### src/rtl/trail_compositor.sv
// Frame compositor: merges trail, sprite and crash layers per pixel and runs a
// once-per-frame look-ahead collision probe that shares the frame-buffer read port.
module trail_compositor #(
  parameter int unsigned NUM_PLAYERS = 2,
  parameter int unsigned H_RES       = 640,
  parameter int unsigned V_RES       = 480,
  parameter int unsigned CELL_SHIFT  = 2,
  parameter int unsigned ADDR_W      = 19,
  parameter logic [3:0]  BG_COLOR    = 4'h0,
  parameter logic [3:0]  TRANSPARENT = 4'hF,
  parameter logic [3:0]  CRASH_COLOR = 4'h7
) (
  input  logic                        Clk,
  input  logic                        Reset,
  input  logic                        frame_clk,
  input  logic [9:0]                  DrawX,
  input  logic [9:0]                  DrawY,
  input  logic [10*NUM_PLAYERS-1:0]   head_x,
  input  logic [10*NUM_PLAYERS-1:0]   head_y,
  input  logic [2*NUM_PLAYERS-1:0]    dir,
  input  logic [3:0]                  sprite_color,
  input  logic                        clear_crash,
  input  logic [15:0]                 ram_rdata,
  output logic [ADDR_W-1:0]           ram_raddr,
  output logic [3:0]                  color_enum,
  output logic [NUM_PLAYERS-1:0]      crashed,
  output logic                        probe_busy,
  output logic                        probe_done
);

  localparam int unsigned KW   = $clog2(NUM_PLAYERS + 1);
  localparam int unsigned CW   = 11;
  localparam int unsigned PW   = CW + CELL_SHIFT + 1;
  localparam int unsigned HALF = (CELL_SHIFT == 0) ? 0 : (1 << (CELL_SHIFT - 1));
  localparam logic signed [PW-1:0] H_LIM = PW'(H_RES);
  localparam logic signed [PW-1:0] V_LIM = PW'(V_RES);

  typedef enum logic [1:0] {S_IDLE, S_PROBE, S_DONE} state_t;

  state_t                 r_state;
  logic [KW-1:0]          r_k;
  logic                   r_busy;
  logic                   r_done;
  logic                   r_fc_cur;
  logic                   r_fc_prev;
  logic                   r_s1_valid;
  logic                   r_s1_px0;
  logic [3:0]             r_s1_sprite;
  logic [3:0]             r_color;
  logic [NUM_PLAYERS-1:0] r_crashed;

  logic signed [CW-1:0]   w_cx    [NUM_PLAYERS];
  logic signed [CW-1:0]   w_cy    [NUM_PLAYERS];
  logic signed [PW-1:0]   w_px    [NUM_PLAYERS];
  logic signed [PW-1:0]   w_py    [NUM_PLAYERS];
  logic [ADDR_W-1:0]      w_paddr [NUM_PLAYERS];
  logic [NUM_PLAYERS-1:0] w_oob;
  logic [NUM_PLAYERS-1:0] w_headon;
  logic [NUM_PLAYERS-1:0] w_set;
  logic [3:0]             w_trail;
  logic                   w_rise;
  logic                   w_unused;

  function automatic logic [ADDR_W-1:0] f_addr(input logic [31:0] px, input logic [31:0] py);
    return ADDR_W'((px >> 1) + py * 32'(H_RES / 2));
  endfunction

  // Look-ahead cell, its pixel centre, wall test and frame-buffer address per player
  always_comb begin
    logic signed [CW-1:0] dx;
    logic signed [CW-1:0] dy;
    dx       = '0;
    dy       = '0;
    w_headon = '0;
    w_oob    = '0;
    for (int i = 0; i < int'(NUM_PLAYERS); i++) begin
      dx = '0;
      dy = '0;
      case (dir[2*i +: 2])
        2'b00:   dy = '1;
        2'b01:   dy = CW'(1);
        2'b10:   dx = '1;
        default: dx = CW'(1);
      endcase
      w_cx[i]    = $signed({1'b0, head_x[10*i +: 10]}) + dx;
      w_cy[i]    = $signed({1'b0, head_y[10*i +: 10]}) + dy;
      w_px[i]    = (PW'(w_cx[i]) <<< CELL_SHIFT) + $signed(PW'(HALF));
      w_py[i]    = (PW'(w_cy[i]) <<< CELL_SHIFT) + $signed(PW'(HALF));
      w_oob[i]   = w_cx[i][CW-1] || w_cy[i][CW-1] || (w_px[i] >= H_LIM) || (w_py[i] >= V_LIM);
      w_paddr[i] = f_addr(32'(w_px[i]), 32'(w_py[i]));
    end
    for (int i = 0; i < int'(NUM_PLAYERS); i++) begin
      for (int j = 0; j < int'(NUM_PLAYERS); j++) begin
        if ((i != j) && (w_cx[i] == w_cx[j]) && (w_cy[i] == w_cy[j])) w_headon[i] = 1'b1;
      end
    end
  end

  // Player k-1 is judged on the read data returned for the address issued last cycle
  always_comb begin
    logic [3:0] nib;
    nib   = '0;
    w_set = '0;
    for (int i = 0; i < int'(NUM_PLAYERS); i++) begin
      nib      = w_px[i][0] ? ram_rdata[11:8] : ram_rdata[3:0];
      w_set[i] = (r_state == S_PROBE) && (r_k == KW'(i + 1)) &&
                 (w_oob[i] || w_headon[i] || (nib != BG_COLOR));
    end
  end

  // Read-port arbitration: the probe owns the port while busy
  always_comb begin
    ram_raddr = f_addr(32'(DrawX), 32'(DrawY));
    if (Reset) begin
      ram_raddr = '0;
    end else if (r_busy) begin
      ram_raddr = '0;
      for (int i = 0; i < int'(NUM_PLAYERS); i++) begin
        if (r_k == KW'(i)) ram_raddr = w_paddr[i];
      end
    end
  end

  assign w_rise   = r_fc_cur & ~r_fc_prev;
  assign w_trail  = r_s1_valid ? (r_s1_px0 ? ram_rdata[11:8] : ram_rdata[3:0]) : BG_COLOR;
  assign w_unused = &{1'b0, ram_rdata[15:12], ram_rdata[7:4]};

  always_ff @(posedge Clk) begin
    if (Reset) begin
      r_state     <= S_IDLE;
      r_k         <= '0;
      r_busy      <= 1'b0;
      r_done      <= 1'b0;
      r_fc_cur    <= 1'b0;
      r_fc_prev   <= 1'b0;
      r_s1_valid  <= 1'b0;
      r_s1_px0    <= 1'b0;
      r_s1_sprite <= '0;
      r_color     <= '0;
      r_crashed   <= '0;
    end else begin
      r_fc_cur    <= frame_clk;
      r_fc_prev   <= r_fc_cur;
      r_s1_valid  <= ~r_busy;
      r_s1_px0    <= DrawX[0];
      r_s1_sprite <= sprite_color;
      if (|r_crashed)                      r_color <= CRASH_COLOR;
      else if (r_s1_sprite != TRANSPARENT) r_color <= r_s1_sprite;
      else                                 r_color <= w_trail;
      // A fresh hit outranks a simultaneous clear for its own bit
      r_crashed   <= (r_crashed & ~{NUM_PLAYERS{clear_crash}}) | w_set;
      r_done      <= 1'b0;
      case (r_state)
        S_IDLE: begin
          if (w_rise) begin
            r_state <= S_PROBE;
            r_k     <= '0;
            r_busy  <= 1'b1;
          end
        end
        S_PROBE: begin
          if (r_k == KW'(NUM_PLAYERS)) begin
            r_state <= S_DONE;
            r_busy  <= 1'b0;
            r_done  <= 1'b1;
          end else begin
            r_k <= r_k + KW'(1);
          end
        end
        S_DONE:  r_state <= S_IDLE;
        default: r_state <= S_IDLE;
      endcase
    end
  end

  assign color_enum = r_color;
  assign crashed    = r_crashed;
  assign probe_busy = r_busy;
  assign probe_done = r_done;

endmodule

### config.mk
export PLATFORM = sky130hd
export DESIGN_NAME = trail_compositor
export DESIGN_NICKNAME = d
export VERILOG_FILES = /design/src/rtl/trail_compositor.sv
export SDC_FILE = /design/constraint.sdc
export NUM_CORES = 1
export LEC_CHECK = 0
export CAP_MARGIN = 40
export CORE_MARGIN = 5
export CORE_UTILIZATION = 35
export CTS_CLUSTER_DIAMETER = 60
export CTS_CLUSTER_SIZE = 28
export DETAILED_ROUTE_END_ITERATION = 6
export GPL_TIMING_DRIVEN = 0
export HOLD_SLACK_MARGIN = 0.06
export PLACE_DENSITY = 0.62
export SYNTH_ARGS = -nofsm -noshare
export SYNTH_HDL_FRONTEND = slang
export SYNTH_SLANG_ARGS = --single-unit
### constraint.sdc
create_clock -name Clk -period 7 [get_ports Clk]
set_input_delay 0.7 -clock Clk [delete_from_list [all_inputs] [get_ports Clk]]
set_output_delay 0.7 -clock Clk [all_outputs]
set_load 0.1 [all_outputs]
Word-level counts from Yosys, hierarchy flattened
Cells that the tools add are included.

storage, ports and cells
  bits in registers = 20
  logic and storage cells = 110
  input bits = 88
  output and inout bits = 27

cells by class
  bitwise gates (word level) = 7
  magnitude comparators = 4
  $add $sub $neg = 12
  reductions and logical operators = 31
  muxes and demuxes = 26
  equality and inequality tests = 15
  multipliers = 3

operators by type and width
  operator               count
  $pmux 11 s2            4
  $mux 19                4
  $mul 32x3->13 const B  2
  $add 13x3->14 const B  4
  $add 11x11->11         4
  $eq 11x11->1           4
  $add 19x19->19         2
  $ge 14x10->1 const B   2
  $ge 14x11->1 const B   2
  $mux 4                 5
  $add 9x19->19          1
  $mul 10x3->13 const B  1
  $logic_or 1x1->1       10
  $eq 2x1->1 const B     4
  $logic_not 2->1        4
  $mux 2                 4
  $pmux 2 s2             2
  $reduce_bool 4->1      2
  $reduce_or 2->1        4
  $eq 2x2->1 const B     3
  $logic_and 1x1->1      6
  $reduce_and 3->1       2
  $mux 1                 5
  $ne 2x2->1 const B     2
  13 further kinds       15

Longest topological paths before layout
Gate-level depths: netlist of run 1.

  word-level depth = 12
  gate-level depth with buffers = 25
  depth with buffers taken out = 22

Worst setup path before layout of run 1
OpenSTA, ideal clock, no wires.

  path type = input-to-output
  start point = in dir[2]
  end point = out ram_raddr[17]
  stages on the path = 20
  setup slack = -0.968 ns
  path buffers = 3
  arrival time = 7.268 ns
  cells stage by stage = buf_6 -> or2_4 -> clkbuf_1 -> xnor2_1 -> ha_1 -> clkbuf_2 -> or3_1 -> o31ai_1 -> xor2_1 -> ha_1 -> ha_1 -> a21o_1 -> a21oi_1 -> xnor2_1 -> ha_1 -> a21o_1 -> a31oi_1 -> o21ai_0 -> mux2_2 -> a311oi_1

between the ends
  word-level cells in the longest chain between the ends = 9
  elaborated cells on any way between the ends = 15

RTL lines
  what                                             RTL line  RTL
  from (decl)                                      20        input logic [2*NUM_PLAYERS-1:0] dir,
  $eq 2x1->1 or $logic_not 2->1 (tied branches)    79        case (dir[2*i +: 2])
  $pmux 11 s2 or $reduce_or 2->1 (tied branches)   -
  $add 11x11->11 or $pmux 11 s2 (tied branches)    86, 79
  $add 13x3->14 or $add 11x11->11 (tied branches)  88, 85
  $mul 32x3->13 or $add 13x3->14 (tied branches)   65, 87
  $add 19x19->19 *                                 65        return ADDR_W'((px >> 1) + py * 32'(H_RES / 2));
  $mux 19 *                                        119       if (r_k == KW'(i)) ram_raddr = w_paddr[i];
  $mux 19 *                                        116       end else if (r_busy) begin
  $mux 19 *                                        114       if (Reset) begin
  to (decl)                                        24        output logic [ADDR_W-1:0] ram_raddr,

Mark *: on every way between the ends. The rest lies on a longest branch, timed or not.

Worst setup path after layout of run 1
  start point = in dir[0]
  end point = out ram_raddr[13]

between the ends
  word-level cells in the longest chain between the ends = 10
  elaborated cells on any way between the ends = 16

RTL lines
  what                                             RTL line
  $eq 2x1->1 or $logic_not 2->1 (tied branches)    79
  $pmux 11 s2 or $reduce_or 2->1 (tied branches)   -
  $add 11x11->11 or $pmux 11 s2 (tied branches)    86, 79
  $add 13x3->14 or $add 11x11->11 (tied branches)  88, 85
  $mul 32x3->13 or $add 13x3->14 (tied branches)   65, 87
  $add 19x19->19 *                                 65
  $mux 19 * (2 in series)                          119
  $mux 19 *                                        116
  $mux 19 *                                        114

Marks and branches as above.

==> metrics.md, run 1 <==
| Metric | Value |
|---|---|
| Hold-fix buffers, CTS | `0` |
| WS Path Type | `in -> out` |
| Static Leak | `3.34 nW` |
| Initial Utilization | `0.356` |
| Routed wire per std cell | `15.3 um` |
| Routability Congestion | `0.862` |
| HP Class | `reg -> reg` |
| EDFF count, synth | `0` |
| Drt first pass iters | `5` |
| Crit Path Max Fanout | `10` |
| Hold EP | `r_fc_prev` |
| DRC violations left | `0` |
| Clock root buffer | `clkbuf_16` |
| Post-Syn Area | `5900 um2` |
| Power Dens Cells | `223 nW/um2` |
| Dpl hpwl | `14800 um` |
| DP Worst Slack | `-0.632 ns` |
| DR iter-0 viols | `301` |
| Fin nets | `1110` |
| Worst-path cell chain | `clkdlybuf4s50_1, nand2b_2, inv_2, fa_1, a211oi_1, nor2_1, o31ai_2, a21oi_1, xor2_2, ha_1, nor2b_1, o21ai_0, a21boi_1, o21ai_1, nor2b_1, xnor2_1, a221oi_1, a211oi_2, clkdlybuf4s50_1, buf_8` |
| Placement Rows | `47` |
| CP Launch Type | `input pin` |
| HP Start | `r_fc_cur` |
| Max Clk Rate | `150 MHz` |
| CTS tree | `done` |
| Final Hold Fails | `0` |
| Reg-to-reg endpoint | `crashed[0]` |
| CTS clock-pin slew for the worst setup and hold paths | `0.06 ns` |
| Routed Antenna Nets | `0` |
| Final WS setup | `0.324 ns` |
| Max Slew Vio Count | `0` |
| RR Startpoint | `r_k[0]` |
| Count leader, synth | `ha_1` |
| Status | `complete, no violations` |
| Initial antenna violation count | `0` |
| Cell count along the critical path | `20` |
| Fin cells | `1140` |
| Top FF cell, synth | `dfxtp_1` |
| CP required | `6.30 ns` |
| Power, Total | `0.00179 W` |
| Max Root-Sink Buffers | `2` |
| # setup viols final | `0` |
| Synth top area cells | `ha_1, xnor2_1, dfxtp_1` |
| Post-placement cell count | `1128` |
| Syn_area_per_cell | `7.57 um2` |
| Share of flip-flops with an asynchronous set or reset | `0` |
| Mapped Cells | `779` |
| Vias/cell | `5.47` |
| Crit-path max cell delay | `0.60 ns` |
| Worst-skew pair later-pin latency | `0.25 ns` |
| H-tree depth | `1` |
| Layout Skew | `0.00379 ns` |
| Unique cell type count in the Yosys netlist | `77` |
| Total GRT Usage | `0.172` |
| Crit path DAT | `5.98 ns` |
| Die footprint | `19600 um2` |
| Synth top cells by count | `ha_1, nor2_1, xnor2_1, a21oi_1, inv_1` |
| Area share of the leading cell type in the synthesized netlist | `0.197` |
| WL final | `17500 um` |
| Final worst path period need | `6.68 ns` |
| Largest net degree at the start of global routing | `13` |
| Via count | `6232` |
| Syn Nets | `968` |
| Top Family by Delay on Critical Path | `compound AO/OA/AOI/OAI gates` |
| Final Cycle Share | `0.954` |
| Max-Cap Viols | `0` |
| # diodes | `0` |
| Critical path endpoint category | `primary output` |
| Cells on Worst Hold Path | `1` |
| Worst-margin pin slew | `0.655 ns` |
| WP buf/inv | `4` |
| Port bufs | `99` |
| Unrepaired setup endpoints after global routing | `true` |
| Congestion Overflow GR | `0` |
| Slew HR | `0.564` |
| Max stage delay cell, worst path | `clkdlybuf4s50_1` |
| Max VDD drop | `0.000192 V` |
| Yosys top cell by area | `ha_1` |
| TritonCTS buffer count | `3` |
| Layout cells sized above 1 | `0.109` |
| Vias in the first global route | `5986` |
| # clock sinks | `20` |
| Setup slack, reg-to-reg | `5.15 ns` |
| Post-synthesis sequential area ratio | `0.0679` |
| Global-route wire length before repair | `28800 um` |
| Syn-to-layout area delta | `35.5%` |
| Chip Width | `140 um` |
| Core Box Area | `16600 um2` |
| Reg2Reg Depth | `6` |
| YS warnings | `0` |
| # IOs | `115` |
| Die height | `140 um` |
| Number of synthesized register bits | `20` |
## repair_timing
item | 4_1_cts | 5_1_grt
pin swaps | 3 | 3
hold endpoints to repair | 0 | 0
cloned | 0 | 0
setup buffers | 6 | 7
setup endpoints to repair | 7 | 8
gates resized for setup | 21 | 17
## layout by cell type (no fill, tap or decap), drive strengths merged, types with 15 or more instances in the layout
cell	n
xnor2	55
inv	48
a21o	18
nand3	18
nor2b	19
nor3	33
nor4	15
o21ai	31
ha	93
dfxtp	20
buf	47
nor2	68
a211oi	17
or3	16
a21oi	53
clkbuf	23
clkdlybuf4s50	92
nand2	27
xor2	44
## worst max-delay path by stage
stage / from / end / slack (ns)
after CTS: dir[3] / ram_raddr[14] / 0.06
after global placement: dir[3] / ram_raddr[17] / -1.10
after floorplan: dir[2] / ram_raddr[17] / 0.11
after global routing: dir[0] / ram_raddr[13] / -0.002
after detailed placement: dir[1] / ram_raddr[16] / -0.63
final: dir[0] / ram_raddr[13] / 0.32
## area by class of cell
class | count | area (um2)
fillers | 1656 | 8590
multi-input cells | 683 | 5340
repair buffers | 138 | 1560
flip-flops and latches | 20 | 400
well taps | 220 | 275
inverters | 51 | 196
plain buffers | 24 | 123
clock buffers | 3 | 75.1
clock inverters | 1 | 30.0
## through the flow
step           hold slack [ns]  instance area [um2]  TNS (ns)   util
2_1_floorplan            0.439                 5940         0      -
3_3_place_gp             0.450                 7200     -7.14  0.434
3_5_place_dp             0.459                 7690     -2.92  0.464
4_1_cts                  0.469                 7890         0  0.476
5_1_grt                  0.509                 7990  -0.00250  0.482
6_report                 0.471                 7990         0  0.482
## worst reg2reg max path, cell delays in order (launching register included)
cell and delay (ns):
dfxtp_1 0.41, ha_1 0.21, clkbuf_1 0.37, inv_1 0.22, o31ai_1 0.24, nand2b_1 0.11, a31oi_1 0.21
## sequential cells by signal (all words and copies together), names as in the netlist
signal	count
color_enum	4
r_s1_sprite	4
crashed	2
r_k	2
r_state	2
probe_busy	1
probe_done	1
r_fc_cur	1
r_fc_prev	1
r_s1_px0	1
r_s1_valid	1
## metal layers
metal / up-vias / global-route usage / share of wire
li1: 3187 / - / -
met1: 2917 / 0.237 / 0.48
met2: 114 / 0.293 / 0.47
met3: 14 / 0.0189 / 0.037
met4: 0 / 0.0270 / 0.013
met5: - / 0 / 0
## logic make-up after synthesis
logic type | Yosys count | share of synthesized area
simple gates | 243 | 0.217
compound gates | 230 | 0.274
fa+ha+maj | 101 | 0.224
xor+xnor | 99 | 0.147
buf+inv | 76 | 0.0528
flops | 20 | 0.0679
mux | 10 | 0.0176
## where the power goes
group / internal (W) / switching [W]
Sequential: 0.000119 / 0.00000348
Clock: 0.000113 / 0.0000430
Combinational: 0.000640 / 0.000867
No activity file was read; power rests on OpenSTA's default activity.
==> run 2, diff against run 1 <==
CORE_UTILIZATION = 50   (was 35)
PLACE_DENSITY = 0.82   (was 0.62)
==> run 2 against run 1 <==
Die area decreased by 28%. Clock skew decreased by 0.00094 ns. First-iteration DRC count increased by 56%. Routed wire length decreased by 1.1%. Utilization increased by 19 points. Cell area decreased by 2.6%. Sequential cell count unchanged. Via count increased by 2.5%. Critical path type unchanged. Largest cell class unchanged.
==> metrics.md, run 2 (same netlist as run 1, synthesis figures left out) <==
| Metric | Value |
|---|---|
| Status | `complete, no violations` |
| Max VDD drop | `0.000150 V (-22%)` |
| Power Dens Cells | `226 nW/um2 (+1.3%)` |
| Congestion Overflow GR | `0 (unchanged)` |
| Critical path endpoint category | `primary output` |
| Max Clk Rate | `152 MHz (+1.2%)` |
| Dpl hpwl | `14300 um (-3.6%)` |
| Worst-skew pair later-pin latency | `0.25 ns (about the same)` |
| Most frequent cells in the layout | `ha_1, clkdlybuf4s50_1, nor2_1, xnor2_1, a21oi_1` |
| Internal power | `0.000855 W (-2.0%)` |
| CP required | `6.30 ns (about the same)` |
| Setup slack, reg-to-reg | `5.18 ns (+0.03 ns)` |
| Total GRT Usage | `0.237 (+0.0654)` |
| Max-Cap Viols | `0 (unchanged)` |
| # clock sinks | `20 (unchanged)` |
| HP Class | `reg -> reg` |
| Fin nets | `1101 (-0.81%)` |
| CTS clock-pin slew for the worst setup and hold paths | `0.06 ns (about the same)` |
| Port bufs | `99 (unchanged)` |
| Max Slew Vio Count | `0 (unchanged)` |
| Clock power share | `0.088 (about the same)` |
| Final Cycle Share | `0.942 (-0.0117)` |
| Design area | `7780 um2 (-2.6%)` |
| Fillers | `953 (-42%)` |
| Drt first pass iters | `5 (unchanged)` |
| Worst-margin pin slew | `0.617 ns (-0.0373 ns)` |
| Vias in the first global route | `6244 (+4.3%)` |
| DR iter-0 viols | `470 (+56%)` |
| Via count | `6385 (+2.5%)` |
| Flip-flop and latch area | `400 um2 (unchanged)` |
| Crit. Startpoint | `dir[3]` |
| Crit path DAT | `5.89 ns (-0.09 ns)` |
| Sw Ratio | `0.515 (+0.00341)` |
| # diodes | `0 (unchanged)` |
| Met2 track demand over resource | `0.424 (+0.131)` |
| RR Startpoint | `r_k[0]` |
| H-tree depth | `1 (unchanged)` |
| Layout Skew | `0.00285 ns (-0.000937 ns)` |
| Reg-to-reg endpoint | `crashed[0]` |
| Hold-fix buffers, CTS | `0 (unchanged)` |
| Initial antenna violation count | `0 (unchanged)` |
| Switching pwr | `0.000907 W (-0.68%)` |
| Vias/cell | `6.06 (+11%)` |
| HP Start | `r_fc_cur` |
| Slew HR | `0.588 (+0.0248)` |
| WL final | `17300 um (-1.1%)` |
| Final Hold Fails | `0 (unchanged)` |
| Grt met3 use | `0.0263 (+0.00740)` |
| Routed wire per std cell | `16.4 um (+7.0%)` |
| Initial Utilization | `0.512 (+0.157)` |
| TritonCTS buffer count | `3 (unchanged)` |
| Final WS setup | `0.405 ns (+0.0818 ns)` |
| Commonest non-fill, non-tap cell in the layout | `ha_1` |
| DRC violations left | `0 (unchanged)` |
| Gr busiest metal | `met2` |
| Placement Rows | `39 (-17%)` |
| DP Worst Slack | `-0.612 ns (+0.0203 ns)` |
| Power, Total | `0.00176 W (-1.3%)` |
| Clock root buffer | `clkbuf_16` |
| Area of the multi-input gates | `5310 um2 (-0.56%)` |
| Reg2Reg Depth | `6 (unchanged)` |
| Die height | `119 um (-15%)` |
| Die footprint | `14100 um2 (-28%)` |
| DP Area | `7590 um2 (-1.4%)` |
| Met1 track demand over resource | `0.295 (+0.0574)` |
| # setup viols final | `0 (unchanged)` |
| Routed Antenna Nets | `0 (unchanged)` |
| Crit path to | `ram_raddr[13]` |
| Max Root-Sink Buffers | `2 (unchanged)` |
| CP Launch Type | `input pin` |
| Chip Width | `119 um (-15%)` |
| Routability Congestion | `0.929 (+7.8%)` |
| Global-route wire length before repair | `28900 um (+0.12%)` |
| Crit Path Max Fanout | `10 (unchanged)` |
| Seq pwr share | `0.070 (about the same)` |
| Largest net degree at the start of global routing | `13 (unchanged)` |
| Final worst path period need | `6.59 ns (-0.0818 ns)` |
| Layout cells sized above 1 | `0.0933 (-0.0154)` |
| WS Path Type | `in -> out` |
| # IOs | `115 (unchanged)` |
| Static Leak | `3.29 nW (-1.5%)` |
| CTS tree | `done` |
| Core Box Area | `11500 um2 (-31%)` |
| Logic gate share of total power | `0.843 (about the same)` |
| Syn-to-layout area delta | `32.0%` |
| Unrepaired setup endpoints after global routing | `false` |
run 2: cell count changes in the layout (fill, tap and decap cells not counted), moves of 2 or more:
cell,change
buf_4,-7
nand2b_2,-2
nand2b_1,+2
clkbuf_4,-2
run 2: final cells by class:
type	instances	share of cell area
plain buffers	23	0.0145
multi-input cells	683	0.682
clock inverters	1	0.00386
inverters	51	0.0248
well taps	143	0.0230
repair buffers	130	0.191
clock buffers	3	0.00964
flip-flops and latches	20	0.0514
run 2: how the worst min path moves through the flow:
stage / slack, ns / cells past startpoint / end
global placement: 0.46 / 1 / r_fc_prev
global route: 0.48 / 1 / r_fc_prev
detailed placement: 0.47 / 1 / r_fc_prev
finish: 0.47 / 1 / r_fc_prev
CTS: 0.48 / 1 / r_fc_prev
floorplan: 0.44 / 1 / r_fc_prev
run 2: critical path, cell delays in order:
cell and delay [ns]:
dlygate4sd2_1 0.30, buf_6 0.17, nand2b_1 0.29, inv_2 0.20, fa_1 0.49, a211oi_1 0.25, o21bai_1 0.20, a2111oi_2 0.45
nor2_1 0.15, xor2_2 0.26, ha_1 0.32, nor2b_1 0.16, o21ai_0 0.14, nand2b_1 0.11, a21o_1 0.19, a21o_1 0.19
xor2_1 0.15, a221oi_1 0.38, a211oi_2 0.08, clkdlybuf4s50_1 0.50, buf_8 0.19
run 2: routing by layer:
| metal | wire [um] | up-vias | part of all wire |
|---|---|---|---|
| li1 | - | 3169 | - |
| met1 | 7410 | 2951 | 0.43 |
| met2 | 8380 | 217 | 0.48 |
| met3 | 881 | 48 | 0.051 |
| met4 | 614 | 0 | 0.036 |
| met5 | 0 | - | 0 |
run 2: repair_timing:
item | CTS | global route
gates resized for setup | 16 | 12
setup buffers | 5 | 2
setup endpoints to repair | 7 | 7
endpoints found under the hold margin | 0 | 0
pin swaps | 3 | 2
run 2: power by group through the flow:
stage                     logic [W]  registers (W)  clock network, W
after global routing        0.00161       0.000124          0.000162
after global placement      0.00133       0.000125                 0
after CTS                   0.00146       0.000123          0.000155
after floorplan             0.00103       0.000138                 0
after detailed placement    0.00144       0.000125                 0
final                       0.00148       0.000123          0.000154
run 2: stage by stage:
step                      cells  setup TNS, ns   util  hold slack (ns)
after global routing       1054              0  0.676            0.481
after detailed placement   1050          -2.54  0.659            0.474
after global placement     1021          -5.80  0.617            0.457
after CTS                  1055              0  0.673            0.477
after floorplan             779              0      -            0.439
final                      1054              0  0.676            0.475
==> run 3, diff against run 2 <==
CORE_ASPECT_RATIO = 0.7   (was not set)
==> run 3 against run 2 <==
Via count up 3.1%. Register-to-register slack about the same. Final cell count increased by 2.0%. Global-route usage increased by 0.69 points. Power up 1.9%. Utilization barely moved. Fmax decreased by 2.8%. Non-clock buffer count rose by 7. Clock power is essentially flat. Worst hold slack improved by 0.038 ns. Sequential share of layout area decreased by 0.056 points. Critical endpoint is now ram_raddr[18].
==> metrics.md, run 3 (same netlist as run 1, synthesis figures left out) <==
| Metric | Value |
|---|---|
| Max Clk Rate | `147 MHz (-2.8%)` |
| Vias in the first global route | `6059 (-3.0%)` |
| Chip Width | `140 um (+18%)` |
| Die footprint | `14100 um2 (+0.25%)` |
| TritonCTS buffer count | `3 (unchanged)` |
| Core Box Area | `11600 um2 (+1.1%)` |
| Power Dens Cells | `228 nW/um2 (+0.75%)` |
| Flip-flop and latch area | `400 um2 (unchanged)` |
| Fillers | `952 (-0.10%)` |
| # diodes | `0 (unchanged)` |
| HP Class | `reg -> reg` |
| Crit Path Max Fanout | `10 (unchanged)` |
| Routability Congestion | `0.939 (+1.1%)` |
| Max stage delay cell, worst path | `or3_1` |
| DR iter-0 viols | `493 (+4.9%)` |
| Routed Antenna Nets | `0 (unchanged)` |
| Max Slew Vio Count | `0 (unchanged)` |
| Worst-margin pin slew | `0.779 ns (+0.161 ns)` |
| Layout cells sized above 1 | `0.108 (+0.0145)` |
| Via count | `6585 (+3.1%)` |
| DP Worst Slack | `-0.680 ns (-0.0686 ns)` |
| # clock sinks | `20 (unchanged)` |
| CTS tree | `done` |
| WS Path Type | `in -> out` |
| Max Root-Sink Buffers | `2 (unchanged)` |
| Port bufs | `99 (unchanged)` |
| Initial Utilization | `0.507 (-0.00561)` |
| Hold Worst Slack | `0.513 ns (+0.0380 ns)` |
| Congestion Overflow GR | `0 (unchanged)` |
| H-tree depth | `1 (unchanged)` |
| Layout Skew | `0.00154 ns (-0.00131 ns)` |
| Global-route wire length before repair | `29400 um (+1.8%)` |
| Final Cycle Share | `0.969 (+0.0266)` |
| Max VDD drop | `0.000127 V (-15%)` |
| CP required | `6.30 ns (about the same)` |
| Vias/cell | `6.13 (+1.1%)` |
| Slew HR | `0.481 (-0.108)` |
| # IOs | `115 (unchanged)` |
| Reg2Reg Depth | `6 (unchanged)` |
| Commonest non-fill, non-tap cell in the layout | `ha_1` |
| Crit path to | `ram_raddr[18]` |
| RR Startpoint | `r_k[0]` |
| Final WS setup | `0.219 ns (-0.187 ns)` |
| # setup viols final | `0 (unchanged)` |
| Reg-to-reg endpoint | `crashed[0]` |
| CP Launch Type | `input pin` |
| Power, Total | `0.00180 W (+1.9%)` |
| Syn-to-layout area delta | `33.4%` |
| HP Start | `r_fc_cur` |
| Cell count along the critical path | `24 (+14%)` |
| Most frequent cells in the layout | `ha_1, clkdlybuf4s50_1, nor2_1, xnor2_1, a21oi_1` |
| Largest net degree at the start of global routing | `13 (unchanged)` |
| WP buf/inv | `7 (+2)` |
| Top Family by Delay on Critical Path | `compound AO/OA/AOI/OAI gates` |
| Critical path endpoint category | `primary output` |
| Clock root buffer | `clkbuf_16` |
| Total GRT Usage | `0.244 (+0.00688)` |
| Initial antenna violation count | `0 (unchanged)` |
| Setup slack, reg-to-reg | `5.17 ns (about the same)` |
| Die height | `101 um (-15%)` |
| Worst-skew pair later-pin latency | `0.25 ns (about the same)` |
| Max-Cap Viols | `0 (unchanged)` |
| CTS clock-pin slew for the worst setup and hold paths | `0.06 ns (about the same)` |
| Placement Rows | `33 (-15%)` |
| Crit-path max cell delay | `0.41 ns (-0.09 ns)` |
| WL final | `18200 um (+5.5%)` |
| DRC violations left | `0 (unchanged)` |
| Setup TNS | `0 ns (unchanged)` |
| Static Leak | `3.32 nW (+0.86%)` |
| Dpl hpwl | `14800 um (+3.5%)` |
| Fin nets | `1108 (+0.64%)` |
| Final Hold Fails | `0 (unchanged)` |
| Crit. Startpoint | `dir[3]` |
| Status | `complete, no violations` |
| Crit path DAT | `6.08 ns (+0.19 ns)` |
| Worst-path cell chain | `dlygate4sd2_1, buf_6, or2_4, clkbuf_2, xnor2_1, ha_1, clkbuf_2, or3_1, o31ai_1, xor2_1, buf_4, buf_4, ha_1, ha_1, nand3_1, nand2_1, a41o_1, o41ai_1, nor3_1, or3_1, a211o_1, a41oi_2, o21ai_2, buf_12` |
| CP most frequent cell | `ha_1` |
| Drt first pass iters | `5 (unchanged)` |
| Final worst path period need | `6.78 ns (+0.187 ns)` |
| Routed wire per std cell | `17.0 um (+3.4%)` |
| Area of the multi-input gates | `5350 um2 (+0.87%)` |
[run 3: changes by cell type in the layout (fill, tap and decap cells not counted), sizes merged]
cell	previous run	this run
dlygate4sd2	2	1
clkinvlp	0	2
buf	40	45
clkbuf	22	23
dlymetal6s2s	1	3
inv	49	47
[run 3: final cells by class]
type                    instances  area share
multi-input cells             683       0.680
repair buffers                136       0.190
flip-flops and latches         20      0.0509
inverters                      51      0.0254
well taps                     157      0.0250
plain buffers                  24      0.0149
clock buffers                   3     0.00954
clock inverters                 1     0.00382
[run 3: layer usage]
metal,global-route usage,vias to the layer above,part of all wire
li1,-,3189,-
met1,0.348,3061,0.46
met2,0.396,303,0.44
met3,0.0308,32,0.080
met4,0.0529,0,0.018
met5,0,-,0
[run 3: worst min-delay path by stage]
stage,endpoint,slack (ns),cells past startpoint
after floorplan,r_fc_prev,0.44,1
after global placement,r_fc_prev,0.45,1
after detailed placement,r_fc_prev,0.46,1
after CTS,r_fc_prev,0.51,1
after global routing,r_fc_prev,0.52,1
final,r_fc_prev,0.51,1
[run 3: through the flow]
step,utilization,instances,instance area (um2)
floorplan,-,779,5940
global placement,0.612,1035,7130
detailed placement,0.649,1065,7560
CTS,0.662,1067,7710
global route,0.676,1075,7870
finish,0.676,1075,7870
[run 3: repair_timing]
action / 4_1_cts / 5_1_grt
pin swaps: 2 / 3
setup endpoints to repair: 7 / 8
buffers inserted: 2 / 9
endpoints found under the hold margin: 0 / 0
cloned: 0 / 0
resized for setup: 14 / 24
hold buffers: 0 / 0
[run 3: where the power goes]
part | total, W | switching, W | internal (W)
Clock | 0.000157 | 0.0000439 | 0.000113
Sequential | 0.000123 | 0.00000354 | 0.000119
Combinational | 0.00151 | 0.000887 | 0.000628
